$ cat src/rtl/uart_pkg.sv
// uart_pkg: state encoding, parity modes and frame-length helper for uart_tx_frame
package uart_pkg;
   typedef enum logic [2:0] {
      S_IDLE    = 3'd0,
      S_START   = 3'd1,
      S_DATA    = 3'd2,
      S_PARITY  = 3'd3,
      S_STOP    = 3'd4,
      S_CLEANUP = 3'd5
   } state_t;
   localparam int PARITY_NONE = 0;
   localparam int PARITY_ODD  = 1;
   localparam int PARITY_EVEN = 2;
   function automatic int frame_len(input int d, input int data_bits, input int parity, input int stop_bits);
      return d * (1 + data_bits + (parity != PARITY_NONE ? 1 : 0) + stop_bits);
   endfunction
endpackage

$ cat src/rtl/uart_tx_frame_if.sv
// uart_tx_frame_if: valid/ready byte handshake plus serial line status of the transmitter
interface uart_tx_frame_if #(
   parameter int DATA_BITS = 8,
   parameter int CNT_W     = 16
);
   logic                 tx_valid;
   logic                 tx_ready;
   logic [DATA_BITS-1:0] tx_byte;
   logic [CNT_W-1:0]     clks_per_bit;
   logic                 tx_serial;
   logic                 tx_busy;
   logic                 tx_done;
   modport master (output tx_valid, tx_byte, clks_per_bit, input tx_ready, tx_serial, tx_busy, tx_done);
   modport slave  (input tx_valid, tx_byte, clks_per_bit, output tx_ready, tx_serial, tx_busy, tx_done);
endinterface

$ cat src/rtl/uart_baud_cnt.sv
// uart_baud_cnt: loadable divisor counter, strobes bit_end on the last clock of each bit period
module uart_baud_cnt #(
   parameter int CNT_W = 16
) (
   input  logic             i_sys_clk,
   input  logic             i_rst_n,
   input  logic             load,
   input  logic             en,
   input  logic [CNT_W-1:0] div_in,
   output logic             bit_end
);
   logic [CNT_W-1:0] cnt, div;
   assign bit_end = cnt == div - CNT_W'(1);
   always_ff @(posedge i_sys_clk or negedge i_rst_n)
      if (!i_rst_n) begin
         cnt <= '0;
         div <= '0;
      end else if (load) begin
         cnt <= '0;
         div <= div_in;
      end else if (en)
         cnt <= bit_end ? '0 : cnt + CNT_W'(1);
endmodule

$ cat src/rtl/uart_tx_frame.sv
// uart_tx_frame: parametrised UART transmitter with valid/ready input and zero-gap back-to-back frames
module uart_tx_frame import uart_pkg::*; #(
   parameter int DATA_BITS        = 8,
   parameter int PARITY           = 0,
   parameter int STOP_BITS        = 1,
   parameter int CNT_W            = 16,
   parameter int DEF_CLKS_PER_BIT = 434
) (
   input logic            i_sys_clk,
   input logic            i_rst_n,
   uart_tx_frame_if.slave tx
);
   localparam int IW = $clog2(DATA_BITS);
   state_t               state, nstate;
   logic [DATA_BITS-1:0] shift, shift_d;
   logic [IW-1:0]        idx;
   logic [CNT_W-1:0]     div_sel;
   logic                 stop_idx, par, par_d, bit_end, accept, last_data, last_stop, serial_d;
   assign div_sel   = tx.clks_per_bit >= CNT_W'(2) ? tx.clks_per_bit : CNT_W'(DEF_CLKS_PER_BIT);
   assign par_d     = PARITY == PARITY_ODD ? ~^tx.tx_byte : ^tx.tx_byte;
   assign last_data = state == S_DATA && bit_end && idx == IW'(DATA_BITS - 1);
   assign last_stop = state == S_STOP && bit_end && stop_idx == 1'(STOP_BITS - 1);
   assign accept    = tx.tx_valid && tx.tx_ready;

   uart_baud_cnt #(.CNT_W(CNT_W)) u_baud (
      .i_sys_clk (i_sys_clk),
      .i_rst_n   (i_rst_n),
      .load      (accept),
      .en        (state != S_IDLE && state != S_CLEANUP),
      .div_in    (div_sel),
      .bit_end   (bit_end)
   );

   always_ff @(posedge i_sys_clk or negedge i_rst_n)
      if (!i_rst_n) state <= S_IDLE;
      else          state <= nstate;

   always_comb begin
      nstate = state;
      case (state)
         S_IDLE:    nstate = tx.tx_valid ? S_START : S_IDLE;
         S_START:   if (bit_end) nstate = S_DATA;
         S_DATA:    if (last_data) nstate = PARITY != PARITY_NONE ? S_PARITY : S_STOP;
         S_PARITY:  if (bit_end) nstate = S_STOP;
         S_STOP:    if (last_stop) nstate = tx.tx_valid ? S_START : S_CLEANUP;
         S_CLEANUP: nstate = S_IDLE;
         default:   nstate = S_IDLE;
      endcase
   end

   // serial is registered, so it is driven from the state being entered, not the current one
   always_comb begin
      tx.tx_ready = state == S_IDLE || last_stop;
      shift_d     = accept ? tx.tx_byte : (state == S_DATA && bit_end) ? shift >> 1 : shift;
      serial_d    = nstate == S_START ? 1'b0 : nstate == S_DATA ? shift_d[0] : nstate == S_PARITY ? par : 1'b1;
   end

   always_ff @(posedge i_sys_clk or negedge i_rst_n)
      if (!i_rst_n) begin
         shift        <= '0;
         idx          <= '0;
         stop_idx     <= 1'b0;
         par          <= 1'b0;
         tx.tx_serial <= 1'b1;
         tx.tx_busy   <= 1'b0;
         tx.tx_done   <= 1'b0;
      end else begin
         shift        <= shift_d;
         idx          <= accept || last_data ? '0 : (state == S_DATA && bit_end) ? idx + IW'(1) : idx;
         stop_idx     <= accept || last_stop ? 1'b0 : (state == S_STOP && bit_end) ? ~stop_idx : stop_idx;
         par          <= accept ? par_d : par;
         tx.tx_serial <= serial_d;
         tx.tx_busy   <= nstate inside {S_START, S_DATA, S_PARITY, S_STOP};
         tx.tx_done   <= last_stop;
      end
endmodule

$ cat src/flat_wrapper.sv
// flat-port wrapper written by rule: the top's interface ports become plain ports
module uart_tx_frame_flat import uart_pkg::*;
#(
   parameter int DATA_BITS        = 8,
   parameter int PARITY           = 0,
   parameter int STOP_BITS        = 1,
   parameter int CNT_W            = 16,
   parameter int DEF_CLKS_PER_BIT = 434
)
  (i_sys_clk, i_rst_n, tx_tx_valid, tx_tx_byte, tx_clks_per_bit, tx_tx_ready, tx_tx_serial, tx_tx_busy, tx_tx_done);
  uart_tx_frame_if #(.DATA_BITS(DATA_BITS), .CNT_W(CNT_W)) tx_i ();
  input logic i_sys_clk;
  input logic i_rst_n;
  input wire logic [$bits(tx_i.tx_valid)-1:0] tx_tx_valid;
  input wire logic [$bits(tx_i.tx_byte)-1:0] tx_tx_byte;
  input wire logic [$bits(tx_i.clks_per_bit)-1:0] tx_clks_per_bit;
  output wire logic [$bits(tx_i.tx_ready)-1:0] tx_tx_ready;
  output wire logic [$bits(tx_i.tx_serial)-1:0] tx_tx_serial;
  output wire logic [$bits(tx_i.tx_busy)-1:0] tx_tx_busy;
  output wire logic [$bits(tx_i.tx_done)-1:0] tx_tx_done;
  assign tx_i.tx_valid = tx_tx_valid;
  assign tx_i.tx_byte = tx_tx_byte;
  assign tx_i.clks_per_bit = tx_clks_per_bit;
  assign tx_tx_ready = tx_i.tx_ready;
  assign tx_tx_serial = tx_i.tx_serial;
  assign tx_tx_busy = tx_i.tx_busy;
  assign tx_tx_done = tx_i.tx_done;
  uart_tx_frame #(.DATA_BITS(DATA_BITS), .PARITY(PARITY), .STOP_BITS(STOP_BITS), .CNT_W(CNT_W), .DEF_CLKS_PER_BIT(DEF_CLKS_PER_BIT)) u_core (.i_sys_clk(i_sys_clk), .i_rst_n(i_rst_n), .tx(tx_i));
endmodule
$ cat config.mk
export PLATFORM = sky130hd
export DESIGN_NAME = uart_tx_frame_flat
export DESIGN_NICKNAME = d
export VERILOG_FILES = /design/src/rtl/uart_pkg.sv /design/src/rtl/uart_tx_frame_if.sv /design/src/rtl/uart_baud_cnt.sv /design/src/rtl/uart_tx_frame.sv /design/src/flat_wrapper.sv
export SDC_FILE = /design/constraint.sdc
export NUM_CORES = 1
export LEC_CHECK = 0
export ABC_AREA = 1
export BUFFER_PORTS_ARGS = -buffer_cell sky130_fd_sc_hd__buf_2
export CAP_MARGIN = 25
export CORE_MARGIN = 2
export CORE_UTILIZATION = 55
export DETAILED_ROUTE_END_ITERATION = 12
export PLACE_DENSITY = 0.8
export SLEW_MARGIN = 20
export SYNTH_ARGS = -nofsm -noshare
export SYNTH_HDL_FRONTEND = slang
export SYNTH_SLANG_ARGS = --single-unit
$ cat constraint.sdc
create_clock -name i_sys_clk -period 3 [get_ports i_sys_clk]
set_input_delay 0.3 -clock i_sys_clk [delete_from_list [all_inputs] [get_ports i_sys_clk]]
set_output_delay 0.3 -clock i_sys_clk [all_outputs]
set_load 0.01 [all_outputs]
Yosys cells after proc, flatten, opt, wreduce, memory -nomap -nowiden
Index checks and enable logic that the tools add are counted.
Cells by class
  mux-type cells: 20
  equal/unequal tests: 11
  reduce and logical (&&, ||, !) cells: 17
  bitwise logic cells: 1
  $add $sub $neg: 3
  $lt $le $gt $ge: 1
Operator list (count)
  two-way mux 16 bit: 4
  two-way mux 3 bit: 7
  adder 16 x 1 -> 16 bit, second input constant: 1
  equality test 16 bit: 1
  greater-or-equal comparator 16 x 2 -> 1 bit, second input constant: 1
  two-way mux 8 bit: 2
  subtractor 16 x 1 -> 16 bit, second input constant: 1
  one-hot mux 3 bit (5 select lines): 1
  equality test 3 x 2 -> 1 bit, second input constant: 4
  equality test 3 bit, second input constant: 3
  nonzero test 2 bit: 4
  XOR reduction 8 bit: 1
  equality test 3 x 1 -> 1 bit, second input constant: 2
  logical AND 1 bit: 6
  two-way mux 1 bit: 6
  nonzero test 4 bit: 1
  adder 3 x 1 -> 3 bit, second input constant: 1
  zero test 3 bit: 1
  logical OR 1 bit: 3
  inequality test 3 bit, second input constant: 1
  nonzero test 3 bit: 1
  inverter 1 bit: 1
Word-level totals
  flip-flop bits (word level): 51
  output and inout port bits: 4
  word-level logic and storage cells: 64

Depth between registers and ports, before layout
  depth in word-level cells: 10
  gate-level depth with buffers: 20

Modules after synthesis
From an unflattened synthesis, not the netlist that was laid out.
Unflattened totals
  cell total of the unflattened synthesis: 523
  area total of the unflattened synthesis: 3609.7 µm²
By module, submodules not included
  uart_baud_cnt: cells each 348, seq. area each 800.8 µm², area an instance 2285.9 µm², instances 1
  uart_tx_frame: cells each 175, seq. area each 476.7 µm², area an instance 1323.8 µm², instances 1

Worst setup path after synthesis
Ideal clock, no wire load.
  kind: reg2reg
  start point: reg u_core.u_baud.div[0]
  end point: reg u_core.u_baud.cnt[6]
  setup time: 113 ps
  arrival time: 2122 ps
  data required time: 2887 ps
  setup slack: 764 ps
  clock period less this slack: 2236 ps
  stages on the path, launching flop included: 21
  cells stage by stage: dfrtp_1 > inv_2 > ha_1 > nand3_2 > nor2_4 > nand2_2 > nand2_2 > nand2_2 > clkinv_1 > nand2_1 > nor2_1 > nand2_1 > nor2_4 > nand3_2 > nand2_4 > nand2_4 > clkinv_8 > nor2_4 > buf_6 > nand3b_1 > inv_2
On the way
  cells in the longest elaborated chain, start to end: 7
  elaborated cells between the ends (all ways): 10
RTL lines
  start, declared: line uart_baud_cnt.sv:12  | logic [CNT_W-1:0] cnt, div;
  start signal, assigned: line uart_baud_cnt.sv:20  | div <= div_in;
  subtractor 16 x 1 -> 16 bit (*): line uart_baud_cnt.sv:13  | assign bit_end = cnt == div - CNT_W'(1);
  equality test 16 bit (*): line uart_baud_cnt.sv:13
  logical AND 1 bit (*) (2 in a row): line uart_tx_frame.sv:22  | assign last_stop = state == S_STOP && bit_end && stop_idx == 1'(STOP_BITS - 1);
  logical OR 1 bit (*): line uart_tx_frame.sv:53  | tx.tx_ready = state == S_IDLE || last_stop;
  net tx_tx_ready: line flat_wrapper.sv:17  | output wire logic [$bits(tx_i.tx_ready)-1:0] tx_tx_ready;
  logical AND 1 bit (*): line uart_tx_frame.sv:23  | assign accept = tx.tx_valid && tx.tx_ready;
  two-way mux 16 bit or nonzero test 2 bit (tied branches)
  end signal, assigned: line uart_baud_cnt.sv:22  | cnt <= bit_end ? '0 : cnt + CNT_W'(1);
  end, declared: line uart_baud_cnt.sv:12
The timed path passes the listed nets; every way through them passes the cells marked *. The select of a mux whose other input is x is not followed.
A chain may end at the register's enable or synchronous reset.

Final worst setup path
  start point: reg u_core.u_baud.div[0]
  end point: reg u_core.tx.tx_busy
On the way
  cells in the longest elaborated chain, start to end: 8
  elaborated cells between the ends (all ways): 16
RTL lines
  subtractor 16 x 1 -> 16 bit (*): line uart_baud_cnt.sv:13
  equality test 16 bit (*): line uart_baud_cnt.sv:13
  logical AND 1 bit, on equally long branches (2 in a row): line uart_tx_frame.sv:22, uart_tx_frame.sv:21
  two-way mux 3 bit, on equally long branches: line uart_tx_frame.sv:45, uart_tx_frame.sv:43
  one-hot mux 3 bit (5 select lines) (*): line uart_tx_frame.sv:40  | case (state)
  net u_core.nstate[1]: line uart_tx_frame.sv:14  | state_t state, nstate;
  equality test 3 x 1 -> 1 bit (tied with other cells): line uart_tx_frame.sv:73  | tx.tx_busy <= nstate inside {S_START, S_DATA, S_PARITY, S_STOP};
  nonzero test 4 bit (*): line uart_tx_frame.sv:73
  end signal, assigned: line uart_tx_frame.sv:73
  end, declared: line uart_tx_frame_if.sv:14  | modport slave (input tx_valid, tx_byte, clks_per_bit, output tx_ready, tx_serial, tx_busy, tx_done);
The timed path passes the listed nets; every way through them passes the cells marked *.

==> results.toml <==
[logic_synthesis]
yosys.area.top_type = "dfrtp_1"
synth_simple_gate_area_frac = 0.410
synth_top_family_by_area = "simple AND/OR/NAND/NOR gates"
synth_common_cells = "nand2_1, inv_1, nand3_1"
synth-edff-count = 0
synth_most_common_cell = "nand2_1"
synth_top_cell_area_share = 0.353
largest_cells_by_area_after_synthesis = "dfrtp_1, nand2_1, inv_1, nand3_1, nor2_1"
muxShareOfSynthArea = 0
synthesis.area_um2 = 3540
yosysWarnings = 0
mappedNetlistNets = 551
asyncSetResetFlopFracSynth = 1.00
average_cell_area_after_synthesis_um2 = 6.81
yosys_most_used_dff = "dfrtp_1"
synth.distinct_cells = 39
area_fraction_in_compound_gates_after_synthesis = 0.0530
yosysSeqAreaShare = 0.361
yosys.area_share.adder = 0.0141
post_synth_xor_area_fraction = 0.0519
ys_ff_latch = 51
synthCells = 520

[setup_path]
worst-endpoint-required_ns = 3.21
criticalPathCategory = "register to register"
worst-r2r-cell-count = 15
maximum_fanout_count_along_the_critical_path = 7
setup.worst_path.start_class = "register"
timing.critical_path.to_type = "register"
reg2reg_slack_ns = 0.33
worst-endpoint-arrival_ns = 2.89
cp-startpoint = "u_core.u_baud.div[0]"
rr_endpoint = "u_core.tx.tx_busy"
timing.rr.start = "u_core.u_baud.div[0]"
critPathCapture = "u_core.tx.tx_busy"

[clock_network]
path_clk_slew_ns = 0.10
clockBufferDepth = 2
hold_buffers_post_cts = 0
clock_tree.htree_level_count = 2
clkLatencyLatePin_ns = 0.31
cts.root.buffer_cell = "clkbuf_8"
cts_inserted_buffers = 5
clock_sinks = 51
cts_tree = "built"
cts_post_setup_buffers_inserted = 0

[sta]
finalClockSkew_ns = 0.00779
max_clock_freq_ghz = 0.374
final_max_slew_viol_count = 0
timing_hold_violations_final = 0
max_slew_margin = 0.571
setup_viol = 0
tightest_slew_ns = 0.643
final_period_minus_worst_setup_slack_ns = 2.67
unrepaired_setup_endpoints_after_global_routing = "no"
fin_crit_sh = 0.891
totalNegativeSetupSlack_ns = 0

[finish]
n_antenna_cell = 0
final_net_count = 581
filler_free_cell_count_of_the_finished_design = 628
area.growth.synth_to_final_pct = 8.30
final_layout_size_suffix_gt1_frac = 0.131

[grt]
grt_antenna_before_repair = 0
gr-total-overflow = 0
grt_pass1_vias = 3075
grt_usage = 0.243
grt_max_degree = 52
first_pass_grt_wire_length_um = 14000

[hold_path]
worst_hold_path_type = "input pin to asynchronous set/reset pin"

[die]
ioPinCount = 31
dieWidth_um = 84.3
placementRows = 29
fp.dieArea_um2 = 7100
floorplan.initialDensity = 0.564
floorplan.core_area_um2 = 6280
die-height_um = 84.3

[route]
drt_iter0_markers = 212
postRouteAntennaNets = 0
finalWirelength_um = 8230
route.detailed.drc = 0
vias = 3322
detail_route.vias_per_cell = 5.29
post_detailed_route_wirelength_per_cell_um = 13.1
first_pass_iters = 5

[power]
total_leakage_power_nw = 2.07
max-vdd-ir-drop_mv = 0.377
power_density_nw_per_um2 = 618

[flow_run]
cap_violations = 0

[place]
numPortBuffers = 30
placed_cells_incl_taps = 620
globalplace.congestion = 0.998
dp_hpwl_um = 6460

[run_status]
status = "completed"
per-layer routing:
metal | routed length [um] | vias up | GRT usage
met2 | 3690 | 91 | 0.384
met5 | 0 | - | 0
li1 | - | 1692 | -
met1 | 3890 | 1518 | 0.348
met3 | 404 | 21 | 0.0265
met4 | 240 | 0 | 0.0894
kinds of logic (layout without fill, tap and decap cells):
group | count (synthesis) | count (layout)
buffers and inverters | 91 | 122
flip-flops | 51 | 51
adder cells (fa/ha/maj) | 4 | 4
XOR/XNOR | 21 | 21
AND/OR/NAND/NOR | 320 | 320
AO/OA/AOI/OAI | 33 | 33
layout make-up:
type                       instances  area (um^2)
multi-input combinational        378         1880
inverter                          83          324
sequential                        51         1280
timing repair buffer              31          160
tap                               77         96.3
fill                             583         2440
clock inverter                     2         16.3
clock buffer                       6         82.6
through the flow:
step	utilization	total power [mW]	setup slack (ns)	hold slack [ns]	instance area [um^2]
final	0.611	2.37	0.328	0.00520	3840
after global routing	0.611	2.56	0.0386	0.0679	3840
after CTS	0.611	2.37	0.275	0.0357	3830
after detailed placement	0.595	1.93	0.305	0.371	3730
after global placement	0.594	1.90	0.425	0.459	3730
after floorplan	-	1.70	0.764	0.00441	3540
cell usage in the layout, fill, tap and decap left out, types with 2 or more instances in the layout:
cell type / count
nand2_1: 163
buf_2: 29
a31oi_1: 5
nor4_1: 3
nor2_2: 7
inv_2: 5
inv_1: 76
nor2_1: 50
dfrtp_1: 50
o211ai_1: 2
nand3_2: 3
a21oi_1: 7
o21bai_1: 2
xnor2_1: 11
nand3b_1: 6
o21ai_0: 14
nor3_1: 9
nand4_1: 7
buf_4: 2
clkbuf_8: 6
nand2_4: 3
xor2_1: 10
nor2_4: 7
nand2_2: 4
ha_1: 4
nand3_1: 54
how the worst min path moves through the flow:
stage	to	slack, ns	cells after the start
floorplan	u_core.idx[0]	0.004	0
global placement	u_core.shift[7]	0.46	2
detailed placement	u_core.u_baud.cnt[2]	0.37	1
CTS	u_core.u_baud.cnt[2]	0.04	1
global route	u_core.u_baud.cnt[4]	0.07	1
finish	u_core.u_baud.cnt[4]	0.005	1
critical path, cell delays in order (launching register included):
cell     delay (ns)
dfrtp_1        0.40
inv_2          0.12
ha_1           0.22
nand3_2        0.16
nor2_1         0.17
nand2_1        0.07
nand2_1        0.13
nand3_1        0.11
nor3_1         0.29
nand3_2        0.26
o21ai_0        0.23
nand2_1        0.11
nor2_1         0.14
nor2_1         0.08
inv_1          0.05
nand2_1        0.04
where the power goes:
group / internal (mW) / switching [mW]
registers: 0.841 / 0.168
clock network: 0.189 / 0.243
logic: 0.337 / 0.593
total: 1.37 / 1.00
flip-flops by register name, indices dropped and copies added (netlist names):
register	flops
u_core.tx.tx_busy	1
u_core.par	1
u_core.stop_idx	1
u_core.idx	3
u_core.tx.tx_serial	1
u_core.u_baud.div	16
u_core.u_baud.cnt	16
u_core.state	3
u_core.tx.tx_done	1
u_core.shift	8
what timing repair did:
action | 4_1_cts | 5_1_grt
gates resized for setup | 0 | 1
hold endpoints to repair | 0 | 0
setup endpoints to repair | 0 | 10
(Power assumes the default switching activity.)
